===== config.mk =====
export PLATFORM = sky130hd
export DESIGN_NAME = i2c_bit_engine
export DESIGN_NICKNAME = d
export VERILOG_FILES = /design/src/rtl/i2c_bit_engine.sv
export SDC_FILE = /design/constraint.sdc
export NUM_CORES = 1
export LEC_CHECK = 0
export BUFFER_PORTS_ARGS = -buffer_cell sky130_fd_sc_hd__buf_2
export CAP_MARGIN = 20
export CELL_PAD_IN_SITES_DETAIL_PLACEMENT = 1
export CELL_PAD_IN_SITES_GLOBAL_PLACEMENT = 1
export CORE_ASPECT_RATIO = 1.2
export CORE_MARGIN = 5
export CORE_UTILIZATION = 30
export CTS_CLUSTER_DIAMETER = 100
export CTS_CLUSTER_SIZE = 10
export DETAILED_ROUTE_END_ITERATION = 12
export GPL_TIMING_DRIVEN = 0
export PLACE_DENSITY_LB_ADDON = 0.3
export SLEW_MARGIN = 20
export SYNTH_ARGS = -nofsm -noshare
export SYNTH_HDL_FRONTEND = slang
export SYNTH_SLANG_ARGS = --single-unit

===== constraint.sdc =====
create_clock -name clk50 -period 3.1 [get_ports clk50]
set_input_delay 0.93 -clock clk50 [delete_from_list [all_inputs] [get_ports clk50]]
set_output_delay 0.93 -clock clk50 [all_outputs]
set_load 0.02 [all_outputs]

===== src/rtl/i2c_bit_engine.sv =====
// Byte-level I2C master: START/WRITE/READ/STOP commands -> open-drain SCL/SDA enables.
// Optional SCL clock stretching is enabled by defining I2C_CLK_STRETCH_EN.
module i2c_bit_engine #(
  parameter int unsigned CLK_DIV     = 125,
  parameter int unsigned SYNC_STAGES = 2
) (
  input  logic       clk50,
  input  logic       rst_n,
  input  logic       cmd_valid,
  output logic       cmd_ready,
  input  logic [1:0] cmd_op,
  input  logic [7:0] cmd_data,
  input  logic       cmd_nack_last,
  output logic       rsp_valid,
  output logic [7:0] rsp_data,
  output logic       rsp_nack,
  output logic       busy,
  output logic       scl_oe,
  output logic       sda_oe,
  input  logic       scl_i,
  input  logic       sda_i
);

  typedef enum logic [2:0] {S_IDLE, S_START, S_BIT, S_STOP, S_DONE} state_t;
  typedef enum logic [1:0] {OP_START = 2'b00, OP_WRITE = 2'b01, OP_READ = 2'b10, OP_STOP = 2'b11} op_t;

  localparam logic [15:0] CNT_MAX = 16'(CLK_DIV - 1);

  state_t                 state_q, state_d;
  op_t                    op_q, op_d;
  logic [15:0]            cnt_q, cnt_d;
  logic [1:0]             phase_q, phase_d;
  logic [3:0]             bit_q, bit_d;
  logic [7:0]             sh_q, sh_d;
  logic                   nack_last_q, nack_last_d;
  logic                   ack_q, ack_d;
  logic                   ready_q, ready_d;
  logic                   rsp_valid_q, rsp_valid_d;
  logic [7:0]             rsp_data_q, rsp_data_d;
  logic                   rsp_nack_q, rsp_nack_d;
  logic                   busy_q, busy_d;
  logic                   scl_oe_q, scl_oe_d;
  logic                   sda_oe_q, sda_oe_d;
  logic [SYNC_STAGES-1:0] sda_sync_q, sda_sync_d;
  logic                   sda_s;
  logic                   tick;
  logic                   hold;

`ifdef I2C_CLK_STRETCH_EN
  logic [SYNC_STAGES-1:0] scl_sync_q, scl_sync_d;
`else
  logic unused_scl;
  assign unused_scl = scl_i;
`endif

  assign sda_s = sda_sync_q[SYNC_STAGES-1];
  assign tick  = (cnt_q == CNT_MAX);

  always_comb begin
    state_d     = state_q;
    op_d        = op_q;
    cnt_d       = cnt_q;
    phase_d     = phase_q;
    bit_d       = bit_q;
    sh_d        = sh_q;
    nack_last_d = nack_last_q;
    ack_d       = ack_q;
    ready_d     = ready_q;
    rsp_valid_d = 1'b0;
    rsp_data_d  = rsp_data_q;
    rsp_nack_d  = rsp_nack_q;
    busy_d      = busy_q;
    scl_oe_d    = scl_oe_q;
    sda_oe_d    = sda_oe_q;
    sda_sync_d  = {sda_sync_q[SYNC_STAGES-2:0], sda_i};
`ifdef I2C_CLK_STRETCH_EN
    scl_sync_d  = {scl_sync_q[SYNC_STAGES-2:0], scl_i};
    // A slave holding SCL low freezes the counter at the start of p1.
    hold        = (phase_q == 2'd1) && (cnt_q == '0) && !scl_sync_q[SYNC_STAGES-1];
`else
    hold        = 1'b0;
`endif

    if (state_q == S_START || state_q == S_BIT || state_q == S_STOP) begin
      cnt_d = tick ? '0 : (hold ? cnt_q : cnt_q + 16'd1);
      if (tick) phase_d = phase_q + 2'd1;
    end

    case (state_q)
      S_IDLE: begin
        ready_d = 1'b1;
        if (cmd_valid && ready_q) begin
          ready_d     = 1'b0;
          op_d        = op_t'(cmd_op);
          sh_d        = cmd_data;
          nack_last_d = cmd_nack_last;
          cnt_d       = '0;
          phase_d     = '0;
          bit_d       = '0;
          case (op_t'(cmd_op))
            OP_START: state_d = S_START;
            OP_STOP:  state_d = S_STOP;
            default:  state_d = S_BIT;
          endcase
        end
      end
      S_START: begin
        case (phase_q)
          2'd0: sda_oe_d = 1'b0;
          2'd1: scl_oe_d = 1'b0;
          2'd2: sda_oe_d = 1'b1;
          default: begin
            scl_oe_d = 1'b1;
            if (tick) state_d = S_DONE;
          end
        endcase
      end
      S_BIT: begin
        case (phase_q)
          2'd0: begin
            scl_oe_d = 1'b1;
            if (bit_q == 4'd8) sda_oe_d = (op_q == OP_READ) ? ~nack_last_q : 1'b0;
            else               sda_oe_d = (op_q == OP_WRITE) ? ~sh_q[7] : 1'b0;
          end
          2'd1: scl_oe_d = 1'b0;
          2'd2: begin
            scl_oe_d = 1'b0;
            if (tick) begin
              if (bit_q == 4'd8)      ack_d = sda_s;
              else if (op_q == OP_READ) sh_d = {sh_q[6:0], sda_s};
            end
          end
          default: begin
            scl_oe_d = 1'b1;
            if (tick) begin
              bit_d = bit_q + 4'd1;
              if (op_q == OP_WRITE && bit_q != 4'd8) sh_d = {sh_q[6:0], 1'b0};
              if (bit_q == 4'd8) state_d = S_DONE;
            end
          end
        endcase
      end
      S_STOP: begin
        case (phase_q)
          2'd0: begin
            scl_oe_d = 1'b1;
            sda_oe_d = 1'b1;
          end
          2'd1: scl_oe_d = 1'b0;
          2'd2: sda_oe_d = 1'b0;
          default: if (tick) state_d = S_DONE;
        endcase
      end
      S_DONE: begin
        rsp_valid_d = 1'b1;
        ready_d     = 1'b1;
        rsp_data_d  = (op_q == OP_READ) ? sh_q : '0;
        rsp_nack_d  = (op_q == OP_WRITE) ? ack_q : 1'b0;
        if (op_q == OP_START) busy_d = 1'b1;
        if (op_q == OP_STOP)  busy_d = 1'b0;
        state_d     = S_IDLE;
      end
      default: state_d = S_IDLE;
    endcase
  end

  always_ff @(posedge clk50 or negedge rst_n) begin
    if (!rst_n) begin
      state_q     <= S_IDLE;
      op_q        <= OP_START;
      cnt_q       <= '0;
      phase_q     <= '0;
      bit_q       <= '0;
      sh_q        <= '0;
      nack_last_q <= 1'b0;
      ack_q       <= 1'b0;
      ready_q     <= 1'b0;
      rsp_valid_q <= 1'b0;
      rsp_data_q  <= '0;
      rsp_nack_q  <= 1'b0;
      busy_q      <= 1'b0;
      scl_oe_q    <= 1'b0;
      sda_oe_q    <= 1'b0;
      sda_sync_q  <= '1;
`ifdef I2C_CLK_STRETCH_EN
      scl_sync_q  <= '1;
`endif
    end else begin
      state_q     <= state_d;
      op_q        <= op_d;
      cnt_q       <= cnt_d;
      phase_q     <= phase_d;
      bit_q       <= bit_d;
      sh_q        <= sh_d;
      nack_last_q <= nack_last_d;
      ack_q       <= ack_d;
      ready_q     <= ready_d;
      rsp_valid_q <= rsp_valid_d;
      rsp_data_q  <= rsp_data_d;
      rsp_nack_q  <= rsp_nack_d;
      busy_q      <= busy_d;
      scl_oe_q    <= scl_oe_d;
      sda_oe_q    <= sda_oe_d;
      sda_sync_q  <= sda_sync_d;
`ifdef I2C_CLK_STRETCH_EN
      scl_sync_q  <= scl_sync_d;
`endif
    end
  end

  assign cmd_ready = ready_q;
  assign rsp_valid = rsp_valid_q;
  assign rsp_data  = rsp_data_q;
  assign rsp_nack  = rsp_nack_q;
  assign busy      = busy_q;
  assign scl_oe    = scl_oe_q;
  assign sda_oe    = sda_oe_q;

endmodule


Word level (Yosys, flattened, before mapping)

Cells that the tools add are included.

Equality and inequality tests: 28
Reduce and logical (&&, ||, !) cells: 25
Bitwise logic cells: 2
Add/sub/neg operators: 3
Muxes and demuxes: 46

Operators by type and width:

| kind                    | count |
|---|---|
| $mux W16                | 4 |
| $mux W8                 | 7 |
| $pmux W8 S2             | 2 |
| $mux W3                 | 6 |
| $add A16 B1 Y16 const B | 1 |
| $eq A16 B7 Y1 const B   | 1 |
| $mux W4                 | 3 |
| $ne A2 B2 Y1 const B    | 6 |
| $ne A3 B1 Y1 const B    | 4 |
| $reduce_and A4 Y1       | 3 |
| $mux W1                 | 10 |
| $pmux W1 S2             | 5 |
| $pmux W3 S3             | 1 |
| $eq A2 B2 Y1 const B    | 4 |
| $mux W2                 | 4 |
| $pmux W4 S2             | 1 |
| $reduce_or A2 Y1        | 4 |
| $reduce_and A7 Y1       | 1 |
| $eq A3 B2 Y1 const B    | 2 |
| $logic_not A2 Y1        | 3 |
| $ne A2 B1 Y1 const B    | 3 |
| $ne A3 B3 Y1 const B    | 2 |
| $pmux W1 S3             | 2 |
| $reduce_and A6 Y1       | 1 |
| other kinds (17)        | 24 |

Register bits: 53

Longest topological paths before layout

Depth after elaboration: 6
Gate-level depth with buffers: 8
Gate-level depth less buffers: 6

Least setup slack after synthesis

No wires, ideal clock.

Path type: reg-to-reg
From: reg bit_q[0]
To: reg sh_q[1]
Data arrival time: 1970 ps
Buffers on the path: 1
Setup time: 123 ps
Period minus slack after synthesis: 2093 ps
Path slack: 1007 ps
Cell stages (with the launch flop): 8
Cells stage by stage: dfrtp_1 > inv_1 > ha_1 > and3b_4 > or4_4 > or3_1 > buf_6 > o221a_1

Cells in the longest elaborated chain, start to end: 4
Elaborated cells on any way between the ends: 6

Ends and longest elaborated chain:

| what                                 | line | text |
|---|---|---|
| start: declaration                   | 33   | `logic [3:0] bit_q, bit_d;` |
| start signal: assignment             | 193  | `bit_q <= bit_d;` |
| $ne A4 B4 Y1                         | 137  | `if (op_q == OP_WRITE && bit_q != 4'd8) sh_d = {sh_q[6:0], 1'b0};` |
| $logic_and A1 B1 Y1                  | 137  |  |
| $ne A3 B1 Y1 (no source line)        | --   |  |
| $reduce_and A7 Y1 (no source line) * | --   |  |
| end signal: assignment               | 174  | `sh_q <= '0;` |
| end signal: assignment               | 194  | `sh_q <= sh_d;` |
| end: declaration                     | 34   | `logic [7:0] sh_q, sh_d;` |

Mark *: on every way between the ends. The rest lies on a longest branch, timed or not.
A chain may end at the register's enable or synchronous reset.

Final worst setup path

From: reg phase_q[0]
To: reg sh_q[7]

Cells in the longest elaborated chain, start to end: 4
Elaborated cells on any way between the ends: 11

Ends and longest elaborated chain:

| what                                                    | line | text |
|---|---|---|
| start: declaration                                      | 32   | `logic [1:0] phase_q, phase_d;` |
| start signal: assignment                                | 192  | `phase_q <= phase_d;` |
| $eq A2 B1 Y1 / $logic_not A2 Y1 (equally long branches) | 119  | `case (phase_q)` |
| $reduce_or A2 Y1 (no source line)                       | --   |  |
| $pmux W8 S2 / $ne A2 B2 Y1 (equally long branches)      | --   |  |
| $pmux W8 S2 / $reduce_and A7 Y1 (equally long branches) | --   |  |

Parallel ways exist; a longest one is shown, timed or not.

==> run summary <==
Post-route fraction of the period consumed by the critical path: 72.4%. Summing all placed instances gives a cell area of 3040 um^2. Buffers inserted to repair hold after CTS numbered 0. The floorplan step set the die height to 115 um. Clock-pin slew was measured on the worst setup and hold paths at 0.10 ns. The depth of the worst register-to-register path was 7. STA classifies the critical path endpoint as a flop.

At the worst endpoint, the required time is 3.30 ns. The slew at the pin with the worst max-slew slack came out at 0.694 ns. The number of global-route vias before repair was 2307.

TritonCTS built the clock tree. The tools report the worst-case vdd ir drop as 0.000154 V. In the routed design, unresolved DRC markers number 0. The library cells used most frequently in the layout, excluding fill and tap cells, are 51 x sky130_fd_sc_hd__dfrtp_1, 32 x sky130_fd_sc_hd__buf_2, 32 x sky130_fd_sc_hd__nand2_1. The run gives 1.27 mW as the total power consumption of the routed design. Across every metal layer, demand over resource in global routing totals 12.5%. The floorplan has 38 rows. The maximum fanout along the worst path is 8. The tools report the placeable core area as 8990 um^2. Timing would allow up to 0.446 GHz. For the final cell area excluding filler cells, the log shows 3170 um^2.

By area, the combinational part of the netlist is dominated by simple AND/OR/NAND/NOR gates. The shortest period the worst path allows was 2.24 ns. The clock tree root buffer cell is sky130_fd_sc_hd__clkbuf_8. The pin count of the biggest net entering global routing was 54.

Fraction of final layout cells with drive strength greater than 1: 22.1%. Summed over all failing endpoints, the final setup total negative slack is 0 ns. Buffers inserted during clock tree synthesis total 5.

The tools report the kind of start point of the critical path as a flop. The post-synth design cell area was 2750 um^2. The run gives 427 as the final non-filler cell total. The number of setup buffers added after CTS is 0. Summing the areas of all xor and xnor instances in the mapped netlist gives 2.87% of the synthesized area. The synthesized-area fraction occupied by ao, oa, aoi and oai cells is 14.6%. The number of antenna diodes in the final layout is 0. The first global-routing pass estimated 11.5 mm of wire. The path class of the tightest hold or removal check is reg2reg.

The layout overhead on the synthesized area was 15.5%; the mux cell area share after synthesis was 1.96%. Counting instances, the worst hold path has a depth of 0. In the synthesized netlist, the number of instances is 271.

The async set-reset flop share out of synthesis is 100%, and the count of vias placed by the detailed router is 2097. The total detailed-routing wirelength came out at 6.48 mm. After the first detailed-routing iteration, the DRC count stood at 92. The synthesis-stage register bit count came out at 53. The run gives 2 as the H-tree depth reported by CTS.

Across all hold checks on the routed design, the worst slack comes to 0.358 ns. For the floorplan die area, the log shows 11200 um^2. Measured against its own limit, the worst slew margin works out to 53.7%. The post-synthesis share of cell area spent on full adders, half adders and majority gates was 5.47%. The tools report the number of search-and-repair iterations in the first detailed-routing pass as 4. After clock tree synthesis, the repair step resized 0 gates.

The starting density of the core is 30.6%, and the number of antenna violations at the first check in global routing is 0. Counting the fill cells in the layout gives 1046. The number of port buffers came out at 28. Floorplan die width: 97.3 um. Sequential elements use 48.4% of the synthesized area. The mean area per synthesized cell is 10.1 um^2, and the core utilization of the finished layout is 35.3%. The number of nets handed over by synthesis was 299.

The total congestion overflow came out at 0. Of the total synthesized cell area, the portion taken by AND, OR, NAND and NOR gates is 22.0%. After layout, the worst setup slack is 0.855 ns. The flow ran to the end, and the final reports show no timing, DRC or antenna violations.

Leaving out fill and tap cells, the most frequent cell in the layout is sky130_fd_sc_hd__dfrtp_1. The logs give 0 for the count of synthesis-stage warnings from yosys and 2.44 ns for the arrival time of the worst setup path. The number of placed cells counting well taps was 419.

The count of nets left with antenna violations once routing finished came out at 0. Setup repair after global routing left no endpoint under its margin. The max-slew violation total from the final report came out at 0.

The count of nets after finishing is 334. The clock passes through at most 2 buffers. The synthesized netlist contains 49 unique library cells.

Number of vias per cell after detailed routing: 4.91. Dividing the detail-routed wire length by the instance count gives 15.2 um. Prior to clock tree synthesis, the placed netlist has a worst setup slack of 0.806 ns. For the number of top-level pins, the log shows 30.

Setup violations remaining at the end of the flow were counted as 0. The critical path is of the reg2reg type. Leakage power total: 1.46 nW. The power per unit of standard cell area works out to 401 nW/um^2. Clock skew on the completed layout was measured at 0.00491 ns.

The final HPWL from detailed placement is 4.78 mm, and the number of enable flip-flop cells after synthesis is 0. Routability-driven placement finished with a final weighted congestion of 0.765. The tools report the number of clock sinks as 53.

The most instantiated flip-flop cell in the synthesis netlist is sky130_fd_sc_hd__dfrtp_1. The logs give 0 for the number of endpoints with negative hold slack in the final report and 0 for the max-cap violation count. The later pin in the worst-skew pair is clocked with a latency of 0.31 ns.
-- path summary, 6_finish.rpt --
kind	startpoint	to	slack [ns]
worst max-delay path	phase_q[0]$_DFF_PN0_	sh_q[7]$_DFFE_PN0P_	0.86
worst max register to register	phase_q[0]$_DFF_PN0_	sh_q[7]$_DFFE_PN0P_	0.86
worst min register to register	sda_sync_q[0]$_DFF_PN1_	sda_sync_q[1]$_DFF_PN1_	0.36
min in group asynchronous	rst_n	rsp_valid$_DFF_PN0_	0.66
worst min-delay path	sda_sync_q[0]$_DFF_PN1_	sda_sync_q[1]$_DFF_PN1_	0.36
max in group asynchronous	rst_n	cnt_q[6]$_DFF_PN0_	1.98
-- where the power goes --
part	leakage, nW	internal [mW]	switching (mW)
sequential	0.683	0.693	0.000487
clock	0.0681	0.321	0.235
combinational	0.704	0.00718	0.0171
total	1.46	1.02	0.252
-- final cells by class --
class                           instances  area (um^2)  share of cell area [%]
Buffer                                 12         70.1                    2.21
Clock inverter                          3         65.1                    2.05
Timing Repair Buffer                   28          143                    4.50
Clock buffer                            5         68.8                    2.17
Tap cell                              120          150                    4.73
Inverter                               16         60.1                    1.89
Sequential cell                        53         1330                    41.9
Multi-Input combinational cell        190         1290                    40.6
-- state kept, by name, summed over array words and instances (netlist names) --
| register | cells |
|---|---|
| cnt_q | 16 |
| rsp_data | 8 |
| sh_q | 8 |
| bit_q | 4 |
| state_q | 3 |
| op_q | 2 |
| phase_q | 2 |
| sda_sync_q | 2 |
| ack_q | 1 |
| busy | 1 |
| cmd_ready | 1 |
| nack_last_q | 1 |
| rsp_nack | 1 |
| rsp_valid | 1 |
| scl_oe | 1 |
| sda_oe | 1 |
-- critical path, cell delays in order, from the launching register on --
cell                      delay, ns
sky130_fd_sc_hd__dfrtp_1       0.43
sky130_fd_sc_hd__inv_1         0.10
sky130_fd_sc_hd__ha_1          0.31
sky130_fd_sc_hd__mux2i_1       0.13
sky130_fd_sc_hd__or4_4         0.44
sky130_fd_sc_hd__or3_1         0.34
sky130_fd_sc_hd__buf_6         0.15
sky130_fd_sc_hd__o221a_1       0.24
-- synth_stat cells (4+ instances only) --
cell type,instances,area share (%)
sky130_fd_sc_hd__a21oi_1,11,2.0
sky130_fd_sc_hd__buf_2,5,0.91
sky130_fd_sc_hd__clkbuf_1,4,0.55
sky130_fd_sc_hd__dfrtp_1,51,46
sky130_fd_sc_hd__ha_1,12,5.5
sky130_fd_sc_hd__inv_1,16,2.2
sky130_fd_sc_hd__nand2_1,32,4.4
sky130_fd_sc_hd__nand3_1,7,1.3
sky130_fd_sc_hd__nand4_1,9,2.0
sky130_fd_sc_hd__nor2_1,18,2.5
sky130_fd_sc_hd__o21ai_0,21,3.8
sky130_fd_sc_hd__o221a_1,7,2.9
sky130_fd_sc_hd__o31ai_1,7,1.9
sky130_fd_sc_hd__or2_2,9,2.0
sky130_fd_sc_hd__or4_1,6,1.6
sky130_fd_sc_hd__xnor2_1,5,1.6
sky130_fd_sc_hd__xor2_1,4,1.3
-- per-layer routing --
metal  global-route usage [%]  part of all wire, %
met5                        0                    0
met4                     4.99                  1.8
met3                     2.25                  3.5
met2                     23.2                   53
met1                     14.4                   42
-- logic make-up (layout without fill, tap and decap cells) --
kind of cell	after synthesis	in the layout
flops	53	53
mux	5	5
compound gates	58	58
fa+ha+maj	12	12
buf+inv	28	64
xor+xnor	9	9
simple gates	106	106
(Power assumes the default switching activity.)
